$ cat src/rtl/mips_pkg.sv
// ---------------------------------------------------------------------------
// mips_pkg
// Shared constants for the MIPS-style front end:
//   - RESET_PC_DEFAULT : PC value loaded on reset unless overridden
//   - OP_* / FUNCT_JR  : opcode field (Instruction[31:26]) and jr funct values
//   - fetch_state_t    : fetch FSM state encoding
// ---------------------------------------------------------------------------
package mips_pkg;

    localparam logic [31:0] RESET_PC_DEFAULT = 32'h0000_0000;

    // Primary opcode field values (Instruction[31:26]).
    localparam logic [5:0] OP_RTYPE = 6'h00;
    localparam logic [5:0] OP_J     = 6'h02;
    localparam logic [5:0] OP_JAL   = 6'h03;
    localparam logic [5:0] OP_BEQ   = 6'h04;
    localparam logic [5:0] OP_ADDI  = 6'h08;
    localparam logic [5:0] OP_ANDI  = 6'h0C;
    localparam logic [5:0] OP_LW    = 6'h23;
    localparam logic [5:0] OP_SW    = 6'h2B;

    // funct field (Instruction[5:0]) of an R-type jr.
    localparam logic [5:0] FUNCT_JR = 6'h08;

    typedef enum logic [1:0] {
        ST_IDLE  = 2'd0,
        ST_FETCH = 2'd1,
        ST_VALID = 2'd2
    } fetch_state_t;

endpackage

$ cat src/rtl/next_pc_select.sv
// ---------------------------------------------------------------------------
// next_pc_select
// Purely combinational next-PC selection for the fetch unit.
// Ports:
//   pc_plus4        in  32  address after the current instruction
//   jump_register   in   1  jr: target comes from a register
//   jump            in   1  j/jal: 26-bit pseudo-direct target
//   branch, zero    in   1  beq taken when both are high
//   branch_offset   in  32  sign-extended word offset
//   jump_target     in  26  Instruction[25:0]
//   register_target in  32  rs value for jr
//   next_pc         out 32  selected next PC (always word aligned)
//   addr_misaligned out  1  jr target has non-zero low bits
// ---------------------------------------------------------------------------
module next_pc_select (
    input  logic [31:0] pc_plus4,
    input  logic        jump_register,
    input  logic        jump,
    input  logic        branch,
    input  logic        zero,
    input  logic [31:0] branch_offset,
    input  logic [25:0] jump_target,
    input  logic [31:0] register_target,
    output logic [31:0] next_pc,
    output logic        addr_misaligned
);

    // Priority: jr > j/jal > taken branch > sequential. All additions wrap
    // naturally at 32 bits.
    always_comb begin
        next_pc = pc_plus4;
        if (jump_register) begin
            // Low bits are forced to zero; the misalignment is reported
            // separately rather than trapping.
            next_pc = {register_target[31:2], 2'b00};
        end else if (jump) begin
            next_pc = {pc_plus4[31:28], jump_target, 2'b00};
        end else if (branch && zero) begin
            next_pc = pc_plus4 + (branch_offset << 2);
        end
    end

    assign addr_misaligned = jump_register && (register_target[1:0] != 2'b00);

endmodule

$ cat src/rtl/instruction_fetch_unit.sv
// ---------------------------------------------------------------------------
// instruction_fetch_unit
// Three-state fetch engine (IDLE -> FETCH -> VALID -> FETCH ...). Holds the
// PC and the fetched instruction, requests words from instruction memory,
// and advances the PC when downstream retires the instruction.
// Ports:
//   clk, reset        in        clock, synchronous active-high reset
//   ImemReq/ImemAddr  out 1/32  fetch request and address (== PC)
//   ImemReady/Data    in  1/32  memory response strobe and word
//   Instruction       out 32    registered fetched word
//   InstrValid        out 1     Instruction is fetched and not yet retired
//   PC, PCPlus4       out 32    current PC and PC+4 (jal link value)
//   Jump, Branch, JumpRegister, Zero, BranchOffset, JumpTarget,
//   RegisterTarget    in        decode/ALU controls, sampled at retire only
//   Stall             in  1     downstream not ready to retire
//   AddrError         out 1     misaligned jr target taken this cycle
// ---------------------------------------------------------------------------
module instruction_fetch_unit
    import mips_pkg::*;
#(
    parameter logic [31:0] RESET_PC = RESET_PC_DEFAULT
) (
    input  logic        clk,
    input  logic        reset,
    output logic        ImemReq,
    output logic [31:0] ImemAddr,
    input  logic        ImemReady,
    input  logic [31:0] ImemData,
    output logic [31:0] Instruction,
    output logic        InstrValid,
    output logic [31:0] PC,
    output logic [31:0] PCPlus4,
    input  logic        Jump,
    input  logic        Branch,
    input  logic        JumpRegister,
    input  logic        Zero,
    input  logic [31:0] BranchOffset,
    input  logic [25:0] JumpTarget,
    input  logic [31:0] RegisterTarget,
    input  logic        Stall,
    output logic        AddrError
);

    fetch_state_t state_reg;
    logic [31:0]  pc_reg;
    logic [31:0]  instr_reg;
    logic         imem_req_reg;
    logic         instr_valid_reg;

    logic [31:0]  pc_plus4;
    logic [31:0]  next_pc;
    logic         addr_misaligned;
    logic         retire;

    assign pc_plus4 = pc_reg + 32'd4;

    // Controls are only meaningful while an instruction is held and being
    // retired; outside that window they may be don't-care from the decoder.
    assign retire = (state_reg == ST_VALID) && !Stall;

    next_pc_select u_next_pc_select (
        .pc_plus4        (pc_plus4),
        .jump_register   (JumpRegister),
        .jump            (Jump),
        .branch          (Branch),
        .zero            (Zero),
        .branch_offset   (BranchOffset),
        .jump_target     (JumpTarget),
        .register_target (RegisterTarget),
        .next_pc         (next_pc),
        .addr_misaligned (addr_misaligned)
    );

    // ImemReq / InstrValid are registered alongside the state so they are
    // glitch-free decodes of FETCH / VALID respectively.
    always_ff @(posedge clk) begin
        if (reset) begin
            state_reg       <= ST_IDLE;
            pc_reg          <= RESET_PC;
            instr_reg       <= 32'h0;
            imem_req_reg    <= 1'b0;
            instr_valid_reg <= 1'b0;
        end else begin
            case (state_reg)
                ST_IDLE: begin
                    state_reg    <= ST_FETCH;
                    imem_req_reg <= 1'b1;
                end
                ST_FETCH: begin
                    if (ImemReady) begin
                        instr_reg       <= ImemData;
                        state_reg       <= ST_VALID;
                        imem_req_reg    <= 1'b0;
                        instr_valid_reg <= 1'b1;
                    end
                end
                ST_VALID: begin
                    if (!Stall) begin
                        pc_reg          <= next_pc;
                        state_reg       <= ST_FETCH;
                        imem_req_reg    <= 1'b1;
                        instr_valid_reg <= 1'b0;
                    end
                end
                default: begin
                    state_reg       <= ST_IDLE;
                    imem_req_reg    <= 1'b0;
                    instr_valid_reg <= 1'b0;
                end
            endcase
        end
    end

    assign ImemReq     = imem_req_reg;
    assign ImemAddr    = pc_reg;
    assign Instruction = instr_reg;
    assign InstrValid  = instr_valid_reg;
    assign PC          = pc_reg;
    assign PCPlus4     = pc_plus4;

    // Asserted during the retire cycle itself; reset suppresses it because
    // reset wins over a simultaneous retire.
    assign AddrError   = !reset && retire && addr_misaligned;

endmodule

$ cat config.mk
export PLATFORM = sky130hd
export DESIGN_NAME = instruction_fetch_unit
export DESIGN_NICKNAME = d
export VERILOG_FILES = /design/src/rtl/mips_pkg.sv /design/src/rtl/next_pc_select.sv /design/src/rtl/instruction_fetch_unit.sv
export SDC_FILE = /design/constraint.sdc
export NUM_CORES = 1
export LEC_CHECK = 0
export CORE_ASPECT_RATIO = 1.4
export CORE_MARGIN = 4
export CORE_UTILIZATION = 45
export CTS_BUF_LIST = sky130_fd_sc_hd__clkbuf_16
export DETAILED_ROUTE_END_ITERATION = 7
export PLACE_DENSITY = 0.88
export SLEW_MARGIN = 20
export SYNTH_ARGS = -nofsm -noshare
export SYNTH_HDL_FRONTEND = slang
export SYNTH_SLANG_ARGS = --single-unit
$ cat constraint.sdc
create_clock -name clk -period 5.55 [get_ports clk]
set_clock_uncertainty 0.1 [all_clocks]
set_input_delay 1.665 -clock clk [delete_from_list [all_inputs] [get_ports clk]]
set_output_delay 1.665 -clock clk [all_outputs]
set_load 0.05 [all_outputs]
Word level (Yosys, flattened, before mapping)
Index checks and enable logic that the tools add are counted.

operators by class
  $add $sub $neg = 2
  equality and inequality tests = 4
  mux-type cells = 12
  bitwise operators = 2
  reduce and logical (&&, ||, !) cells = 13

operators with widths
  cell                                                 count
  two-way mux 32 bit                                   3
  adder 32 x 3 -> 32 bit, second input constant        1
  adder 32 bit                                         1
  one-hot mux 1 bit (3 select lines)                   2
  one-hot mux 2 bit (3 select lines)                   1
  AND reduction 2 bit                                  3
  logical AND 1 bit                                    5
  two-way mux 1 bit                                    4
  two-way mux 2 bit                                    2
  inequality test 2 bit, second input constant         2
  AND reduction 3 bit                                  1
  equality test 2 x 1 -> 1 bit, second input constant  1
  equality test 2 bit, second input constant           1
  logical NOT 1 bit                                    2
  logical NOT 2 bit                                    1
  inverter 1 bit                                       2
  nonzero test 2 bit                                   1

word-level totals
  register bits after elaboration = 68
  output and inout port bits = 131

Longest topological paths before layout
Gate-level depths: netlist (run 1).

  depth in word-level cells = 5
  gate-level depth with buffers = 17

Hierarchy
Synthesis (run 1) repeated with hierarchy kept, for this count alone.

unflattened totals
  cells, all modules = 784
  area total of the unflattened synthesis = 5449.0 um2

by module, submodules not included
  module                  times used  cells an instance  area an instance (um2)  seq. area each (um2)
  instruction_fetch_unit  1           408                3113.0                  1341.3
  next_pc_select          1           376                2336.0                  0.0

Worst setup path before layout (run 1)
Ideal clock, no wire load.

  path type = input to output
  start point = input Stall
  end point = output AddrError
  data arrival time = 3488 ps
  data required time = 3785 ps
  slack = 297 ps
  stages on the path = 3
  cells stage by stage = nor3b_1 -> nand2_1 -> nor3_1

on the way
  cells in the longest elaborated chain, start to end = 4

ends and longest elaborated chain
  what                             line                           text
  start, declared                  instruction_fetch_unit.sv:40   input logic Stall,
  logical NOT 1 bit                -
  logical AND 1 bit                instruction_fetch_unit.sv:59   assign retire = (state_reg == ST_VALID) && !Stall;
  logical AND 1 bit (2 in series)  instruction_fetch_unit.sv:123  assign AddrError = !reset && retire && addr_misaligned;
  end, declared                    instruction_fetch_unit.sv:41   output logic AddrError

Every way passes these cells.

Final worst setup path (run 1)
  start point = register pc_reg[2], in the netlist ImemAddr[2]
  end point = output PCPlus4[28]

on the way
  cells in the longest elaborated chain, start to end = 1

ends and longest elaborated chain
  what                    line                          text
  start, declared         instruction_fetch_unit.sv:45  logic [31:0] pc_reg;
  start signal, assigned  instruction_fetch_unit.sv:99  pc_reg <= next_pc;
  adder 32 x 3 -> 32 bit  instruction_fetch_unit.sv:55  assign pc_plus4 = pc_reg + 32'd4;
  end, declared           instruction_fetch_unit.sv:32  output logic [31:0] PCPlus4,

Every way passes these cells.

==> results.yml, run 1 <==
floorplan:
  coreArea_sq_um: 11800
  die_w_microns: 101
  rows: 47
  die_y_microns: 138
  io_pins: 261
  dieArea_sq_um: 13800
  initial_core_util_pct: 45.9
cts:
  clk_pin_slew_ns: 0.06
  h-tree-depth: 3
  post_cts_buffers: 0
  tritoncts: "done"
  clkSinkCount: 65
  insertion_delay_ns: 0.33
  post_cts_resized: 0
  cts-hold-fix-buffers: 0
  root_buffer: "clkbuf_16"
  cts_inserted_buffers: 9
  clockBufferDepth: 2
detailed_routing:
  route.detailed.drc: 0
  drtIter0Drc: 444
  via_per_inst: 5.73
  detail_route.wl_per_cell_microns: 18.9
  routed_wl_microns: 20700
  ant_nets: 0
  num_vias: 6270
  drt_pass1_iterations: 5
layout:
  final_cell_mix: "clkdlybuf4s50_1, nand2_1, a21oi_1"
  final_common_cell: "clkdlybuf4s50_1"
  nFillCells: 973
  finalNetCount: 1110
  areaGrowthSynthToFinish_pct: 50.2
  largest_register_ffs: 32
  final_area_sq_um: 8110
  post-route-util_pct: 68.9
  antennaDiodeCount: 0
  final_layout_size_suffix_gt1_share_pct: 5.06
worst_setup_path:
  worst_setup_path_start_kind: "flip-flop"
  cp_data_arrival_time_ns: 3.45
  cp.required_ns: 3.79
  cp_max_fo: 7
  r2r_start: "ImemAddr[2]"
  reg2reg_depth: 15
  path_class: "flip-flop to output pin"
  critPathCapture: "PCPlus4[28]"
  rr_endpoint: "ImemAddr[29]"
  worst-r2r-setup-slack_ns: 0.91
  endpoint_kind: "output pin"
  startpoint: "ImemAddr[2]"
global_routing:
  busiest_layer: "met2"
  grt_pass1_vias: 6023
  use_met1_pct: 33.7
  grt_first_pass_wirelength_microns: 31600
  grtUsageMet3_pct: 6.69
  grt_overflow: 0
  antenna_found_initial: 0
  grt_util_met2_pct: 51.8
  grt_use_total_pct: 29.0
  grt_start_max_net_pins: 68
timing:
  slew_headroom_pct: 47.6
  fin_crit_ns: 5.21
  setup_violations: 0
  worst_pin_slew_ns: 0.786
  max_freq_mhz: 192
  fin_tns_setup_ns: 0
  finalCritPeriodShare_pct: 93.9
  hold_viol_final: 0
  rsz0062_at_grt: "false"
  drv_slew: 0
synth:
  yosys.area.top_type_share_pct: 24.1
  synthArstFlopShare_pct: 0
  netlist_area_sq_um: 5400
  synth_area_leaders: "dfxtp_1, nand2_1, ha_1"
  syn_inst: 738
  synth_edf_count: 0
  yosysSeqAreaShare_pct: 24.1
  synth_cell_types: 68
  syn_avg_cell_area_sq_um: 7.31
  ys_warn_count: 0
  ys_seq_elements: 65
  synth-main-ff-cell: "dfxtp_1"
  synth_top_area_cell: "dfxtp_1"
job:
  cap_violations: 0
place:
  gp_congestion: 0.996
  dpl_cell_area_sq_um: 7800
  portBuffers: 252
  dp_hpwl_microns: 15700
power_and_ir_drop:
  p_leak_nw: 3.04
  peakVddDrop_v: 0.000238
  p_per_area_nw_per_um2: 192
min_path:
  hp-class: "flip-flop to flip-flop"
  hold-path-cell-count: 2
run_status:
  outcome: "complete, no violations"
where the power goes:
group          switching [mW]  internal [mW]
logic                   0.264          0.192
clock network           0.246          0.355
registers              0.0180          0.484
total                   0.528           1.03
cells by family (layout without fill, tap and decap cells):
family	count (synthesis)	after routing	synth area share (%)
other cells	1	6	0.0695
compound gates	216	216	25.6
flops	65	65	24.1
simple gates	282	282	24.8
buf+inv	91	296	8.88
fa+ha+maj	37	37	8.72
xor+xnor	46	46	7.88
metrics by stage:
stage | setup WS, ns | cells | hold WS, ns | power (mW)
3_3_place_gp | 0.644 | 1079 | 0.340 | 0.957
5_1_grt | 0.165 | 1095 | 0.373 | 1.62
4_1_cts | 0.354 | 1095 | 0.354 | 1.56
2_1_floorplan | 0.297 | 743 | 0.421 | 0.778
6_report | 0.338 | 1095 | 0.355 | 1.56
3_5_place_dp | 0.618 | 1079 | 0.347 | 0.962
Yosys cell counts (3+ instances only):
master and n:
and3_1 9, clkbuf_1 35, o32ai_1 3, nand3_1 22
a21o_1 8, xnor2_1 26, nand2_2 3, dfxtp_1 65
xor2_1 17, and2_1 5, nor3_1 18, inv_1 16
a21boi_0 3, xnor2_2 3, nor2_1 55, ha_1 36
nor3b_1 3, nor2b_1 3, a31oi_1 5, a2111oi_0 5
nand2b_1 5, buf_4 36, and4_1 3, nand2_1 126
a211oi_1 18, nand3b_1 5, a311oi_1 8, o211ai_1 15
o31ai_1 3, or3_1 4, nand4_1 9, o21ai_0 33
a21oi_1 81, o22ai_1 8
worst max-delay path: stages, from the launching register on:
cell	delay, ns
dfxtp_1	0.48
ha_1	0.26
nand4_1	0.32
nor4_4	0.64
nand3_1	0.16
xnor2_1	0.36
clkdlybuf4s50_1	0.90
area by class of cell:
type                       count  area (sq um)  share of cell area [%]
timing repair buffer         263          2610                    32.2
tap                          147           184                    2.27
clock buffer                   9           225                    2.78
sequential                    65          1300                    16.0
inverter                      17          63.8                   0.787
clock inverter                 7          81.3                    1.00
multi-input combinational    587          3640                    44.9
per-layer routing:
metal,wire [microns],up-vias
met5,0,-
met4,618,0
met3,1690,49
met2,10700,315
met1,7680,2893
li1,-,3013
worst min-delay path by stage:
| stage | from | to | slack, ns |
|---|---|---|---|
| 6_report | Instruction[31] | Instruction[31] | 0.36 |
| 5_1_grt | Instruction[22] | Instruction[22] | 0.37 |
| 4_1_cts | Instruction[31] | Instruction[31] | 0.35 |
| 3_3_place_gp | Instruction[31] | Instruction[31] | 0.34 |
| 2_1_floorplan | state_reg[1] | state_reg[1] | 0.42 |
| 3_5_place_dp | Instruction[31] | Instruction[31] | 0.35 |
(Power assumes the default switching activity.)
==> run 2: changes to the inputs <==
--- a/config.mk
+++ b/config.mk
@@ -5,11 +5,14 @@
 export SDC_FILE = /design/constraint.sdc
 export NUM_CORES = 1
 export LEC_CHECK = 0
+export ABC_CLOCK_PERIOD_IN_PS = 5550
 export CORE_ASPECT_RATIO = 1.4
 export CORE_MARGIN = 4
 export CORE_UTILIZATION = 45
 export CTS_BUF_LIST = sky130_fd_sc_hd__clkbuf_16
 export DETAILED_ROUTE_END_ITERATION = 7
+export GPL_ROUTABILITY_DRIVEN = 0
+export MAX_ROUTING_LAYER = met4
 export PLACE_DENSITY = 0.88
 export SLEW_MARGIN = 20
 export SYNTH_ARGS = -nofsm -noshare
==> results.yml, run 2 (synthesis results as in run 1) <==
worst_setup_path:
  crit_slowest_cell: "clkdlybuf4s50_1"
  startpoint: "ImemAddr[2]"
  critical_path.max_stage_delay_ns: 0.89
  cp_cell_sequence: "ha_1 -> nand4_1 -> nor4_4 -> nand3_1 -> xnor2_1 -> clkdlybuf4s50_1"
  endpoint_kind: "output pin"
  cp_data_arrival_time_ns: 3.44
  cp_max_fo: 7
  path_class: "flip-flop to output pin"
  worst_setup_path_start_kind: "flip-flop"
  cp.required_ns: 3.79
  r2r_start: "ImemAddr[2]"
run_status:
  outcome: "complete, no violations"
global_routing:
  grt_overflow: 0
  antenna_found_initial: 0
  grt_start_max_net_pins: 68
  grt_first_pass_wirelength_microns: 31400
  grt_use_total_pct: 29.6
  grt_pass1_vias: 6086
place:
  dp.cells: 1079
  portBuffers: 252
  dp_hpwl_microns: 15300
  dpl_cell_area_sq_um: 7800
power_and_ir_drop:
  p_per_area_nw_per_um2: 192
  seq_power_share_pct: 32.3
  pwr-share-clk_pct: 38.5
  peakVddDrop_v: 0.000251
  power.internal_mw: 1.03
  net-switching-power_mw: 0.525
  switching_share_pct: 33.7
  p_leak_nw: 3.04
  finalPower_mw: 1.56
  combPwrFrac_pct: 29.2
floorplan:
  die_y_microns: 138
  io_pins: 261
  dieArea_sq_um: 13800
  rows: 47
  die_w_microns: 101
  coreArea_sq_um: 11800
  initial_core_util_pct: 45.9
min_path:
  hp-class: "flip-flop to flip-flop"
  min_from: "Instruction[26]"
cts:
  post_cts_buffers: 0
  clk_pin_slew_ns: 0.06
  cts-hold-fix-buffers: 0
  clkSinkCount: 65
  h-tree-depth: 3
  root_buffer: "clkbuf_16"
  post_cts_resized: 0
  cts_inserted_buffers: 9
  insertion_delay_ns: 0.33
  clockBufferDepth: 2
  tritoncts: "done"
timing:
  drv_slew: 0
  fin_tns_setup_ns: 0
  rsz0062_at_grt: "false"
  worst_hold_slack_ns: 0.354
  worst_pin_slew_ns: 0.804
  max_freq_mhz: 192
  setup_violations: 0
  finalCritPeriodShare_pct: 93.8
  slew_headroom_pct: 46.4
  hold_viol_final: 0
  fin_crit_ns: 5.21
layout:
  final_common_cell: "clkdlybuf4s50_1"
  largest_register_ffs: 32
  stdcell_count: 1096
  final_layout_size_suffix_gt1_share_pct: 5.06
  final_cell_mix: "clkdlybuf4s50_1, nand2_1, a21oi_1"
  finalNetCount: 1110
  multi_input_area_sq_um: 3640
  seqCellArea_sq_um: 1300
  nFillCells: 966
  final_area_sq_um: 8110
  areaGrowthSynthToFinish_pct: 50.3
detailed_routing:
  detail_route.wl_per_cell_microns: 18.6
  route.detailed.drc: 0
  num_vias: 6228
  ant_nets: 0
  routed_wl_microns: 20400
  drt_pass1_iterations: 5
  via_per_inst: 5.68
  drtIter0Drc: 410
job:
  cap_violations: 0
-- run 2: cell count changes in the layout (fill, tap and decap cells not counted), sizes merged --
cell,change
diode,+1
-- run 2: metrics by stage --
step / setup WS [ns] / util [%]
5_1_grt: 0.188 / 68.9
6_report: 0.345 / 69.0
4_1_cts: 0.368 / 68.9
2_1_floorplan: 0.297 / -
3_5_place_dp: 0.621 / 66.3
3_3_place_gp: 0.638 / 66.3
-- run 2: cell type report --
cell class | count | area share (%)
Clock buffer | 9 | 2.78
Timing Repair Buffer | 263 | 32.2
Clock inverter | 7 | 1.00
Antenna cell | 1 | 0.0309
Sequential cell | 65 | 16.0
Inverter | 17 | 0.787
Tap cell | 147 | 2.27
Multi-Input combinational cell | 587 | 44.9
-- run 2: path summary, 6_finish.rpt --
path	to	slack, ns	depth (start not counted)
hold / removal	Instruction[26]	0.35	2
hold reg to reg	Instruction[26]	0.35	2
setup / recovery	PCPlus4[28]	0.34	6
setup reg to reg	ImemAddr[29]	0.95	15
-- run 2: power groups by stage --
| stage | Sequential (mW) | Clock [mW] | Combinational (mW) |
|---|---|---|---|
| 2_1_floorplan | 0.569 | 0 | 0.209 |
| 3_3_place_gp | 0.511 | 0 | 0.445 |
| 3_5_place_dp | 0.512 | 0 | 0.449 |
| 4_1_cts | 0.502 | 0.607 | 0.452 |
| 5_1_grt | 0.505 | 0.632 | 0.485 |
| 6_report | 0.503 | 0.599 | 0.455 |
-- run 2: critical path, delay by kind of cell, from the launching register on --
kind	cells	cell delay [ns]
DFF	1	0.48
xor gates and xnor gates	1	0.35
buffers and inverters	1	0.89
adders and majority gates	1	0.26
and+or+nand+nor	3	1.11
-- run 2: routing by layer --
layer	global-route usage (%)	vias to the layer above	part of all wire, %
met5	-	-	0
met4	11.4	0	2.6
li1	-	3028	-
met3	5.07	43	7.6
met2	50.5	293	52
met1	34.5	2864	38
==> run 3: changes to the inputs <==
--- a/config.mk
+++ b/config.mk
@@ -12,9 +12,11 @@
 export CTS_BUF_LIST = sky130_fd_sc_hd__clkbuf_16
 export DETAILED_ROUTE_END_ITERATION = 7
 export GPL_ROUTABILITY_DRIVEN = 0
+export GPL_TIMING_DRIVEN = 1
 export MAX_ROUTING_LAYER = met4
-export PLACE_DENSITY = 0.88
+export PLACE_DENSITY = 0.87
 export SLEW_MARGIN = 20
 export SYNTH_ARGS = -nofsm -noshare
 export SYNTH_HDL_FRONTEND = slang
+export SYNTH_HIERARCHICAL = 1
 export SYNTH_SLANG_ARGS = --single-unit
==> results.yml, run 3 <==
timing:
  drv_slew: 0
  rsz0062_at_grt: "false"
  setup_ws_ns: 0.497
  worst_pin_slew_ns: 0.958
  fin_tns_setup_ns: 0
  slew_headroom_pct: 36.1
  worst_hold_slack_ns: 0.355
  hold_viol_final: 0
  max_freq_mhz: 198
  setup_violations: 0
  fin_crit_ns: 5.05
  finalCritPeriodShare_pct: 91.1
synth:
  netlist_area_sq_um: 5450
  synth-main-ff-cell: "dfxtp_1"
  synth_top_area_cell: "dfxtp_1"
  syn_inst: 784
  synth_area_leaders: "dfxtp_1, a21oi_1, nand2_1"
  synth_edf_count: 0
  ys_warn_count: 6
  yosys-top-cells-count: "nand2_1, a21oi_1, dfxtp_1, nor2_1, clkbuf_1"
  syn_nets: 945
  syn_avg_cell_area_sq_um: 6.95
  yosysSeqAreaShare_pct: 24.6
  post-synth-top-count-cell: "nand2_1"
  ys_seq_elements: 67
  synth_cell_types: 55
  synthArstFlopShare_pct: 0
  yosys.area.top_type_share_pct: 24.6
global_routing:
  grt_use_total_pct: 29.3
  grt_start_max_net_pins: 68
  grt_overflow: 0
  antenna_found_initial: 0
  grt_first_pass_wirelength_microns: 32000
  grt_pass1_vias: 6472
layout:
  multi_input_area_sq_um: 3650
  antennaDiodeCount: 0
  stdcell_count: 1136
  final_layout_size_suffix_gt1_share_pct: 4.75
  final_cell_mix: "clkdlybuf4s50_1, nand2_1, a21oi_1"
  final_area_sq_um: 8160
  final_common_cell: "clkdlybuf4s50_1"
  finalNetCount: 1145
  nFillCells: 1015
  post-route-util_pct: 69.0
  seqCellArea_sq_um: 1340
  areaGrowthSynthToFinish_pct: 49.7
detailed_routing:
  drt_pass1_iterations: 7
  route.detailed.drc: 0
  ant_nets: 0
  detail_route.wl_per_cell_microns: 17.8
  routed_wl_microns: 20200
  num_vias: 6387
  via_per_inst: 5.62
  drtIter0Drc: 347
power_and_ir_drop:
  peakVddDrop_v: 0.000178
  combPwrFrac_pct: 27.0
  switching_share_pct: 31.3
  finalPower_mw: 1.49
  seq_power_share_pct: 34.2
  p_per_area_nw_per_um2: 183
  net-switching-power_mw: 0.468
  p_leak_nw: 3.14
  power.internal_mw: 1.03
  pwr-share-clk_pct: 38.9
floorplan:
  io_pins: 261
  die_w_microns: 101
  die_y_microns: 138
  rows: 47
  initial_core_util_pct: 46.1
  dieArea_sq_um: 14000
  coreArea_sq_um: 11800
worst_setup_path:
  endpoint_kind: "output pin"
  worst-r2r-setup-slack_ns: 0.98
  reg2reg_depth: 17
  r2r_start: "ImemAddr[3]"
  cp_data_arrival_time_ns: 3.29
  path_class: "flip-flop to output pin"
  cp_max_fo: 8
  cp.required_ns: 3.79
  worst_setup_path_start_kind: "flip-flop"
  rr_endpoint: "ImemAddr[31]"
place:
  dpl_cell_area_sq_um: 7860
  portBuffers: 258
  dp_hpwl_microns: 15300
  dp.cells: 1120
  pre_cts_ws_ns: 0.696
cts:
  insertion_delay_ns: 0.33
  post_cts_resized: 0
  clockBufferDepth: 2
  clkSinkCount: 67
  root_buffer: "clkbuf_16"
  clk_pin_slew_ns: 0.06
  post_cts_buffers: 0
  h-tree-depth: 3
  cts-hold-fix-buffers: 0
  cts_inserted_buffers: 9
  tritoncts: "done"
min_path:
  min_from: "Instruction[15]"
  worstHoldEndpoint: "Instruction[15]"
  hp-class: "flip-flop to flip-flop"
  hold-path-cell-count: 2
job:
  cap_violations: 0
run_status:
  outcome: "complete, no violations"
-- run 3: cell count changes after synthesis, moves of 6 or more --
cell | before | now
a211oi_1 | 18 | 4
a21o_1 | 8 | 18
a21oi_1 | 81 | 143
ha_1 | 36 | 30
inv_1 | 16 | 5
nand2_1 | 126 | 177
nor2_1 | 55 | 62
nor3_1 | 18 | 3
o211ai_1 | 15 | 0
o21ai_0 | 33 | 21
xnor2_1 | 26 | 37
-- run 3: worst max-delay path, cell delays in order (launching register included) --
cell and delay (ns):
dfxtp_1 0.31, buf_4 0.17, ha_1 0.23, nand3_1 0.24, nor4_4 0.59, nand3_1 0.21, xnor2_1 0.30, clkdlybuf4s50_1 0.89
-- run 3: kinds of logic (layout without fill, tap and decap cells) --
kind of cell | Yosys count | after routing | share of synthesized area [%]
buf+inv | 85 | 290 | 8.38
xor+xnor | 54 | 54 | 8.68
mux | 2 | 2 | 0.367
simple gates | 318 | 318 | 25.9
fa+ha+maj | 31 | 31 | 7.26
compound gates | 227 | 227 | 24.8
flops | 67 | 67 | 24.6
-- run 3: worst max-delay path by stage --
| stage | startpoint | end | slack [ns] |
|---|---|---|---|
| final | ImemAddr[3] | PCPlus4[28] | 0.50 |
| after detailed placement | BranchOffset[0] | ImemAddr[30] | 0.70 |
| after global routing | ImemAddr[3] | PCPlus4[26] | 0.39 |
| after global placement | Stall | AddrError | 0.69 |
| after CTS | ImemAddr[3] | PCPlus4[30] | 0.53 |
| after floorplan | JumpRegister | AddrError | 0.44 |
-- run 3: layer usage --
| layer | wire length (microns) | GRT usage (%) | vias up | part of all wire (%) |
|---|---|---|---|---|
| li1 | - | - | 3093 | - |
| met1 | 7390 | 30.5 | 2929 | 37 |
| met2 | 10700 | 52.7 | 308 | 53 |
| met3 | 1470 | 5.34 | 57 | 7.3 |
| met4 | 680 | 12.3 | 0 | 3.4 |
| met5 | 0 | - | - | 0 |
-- run 3: area by class of cell --
cell class / instances / share of cell area, %
clock buffer: 9 / 2.76
clock inverter: 7 / 0.935
inverter: 5 / 0.230
multi-input combinational: 632 / 44.8
sequential: 67 / 16.4
tap: 147 / 2.25
timing repair buffer: 269 / 32.6
-- run 3: power by group through the flow --
stage	Sequential, mW	Combinational [mW]	Clock, mW
global route	0.512	0.431	0.614
floorplan	0.574	0.173	0
global placement	0.520	0.393	0
finish	0.510	0.403	0.581
CTS	0.510	0.401	0.592
detailed placement	0.521	0.398	0
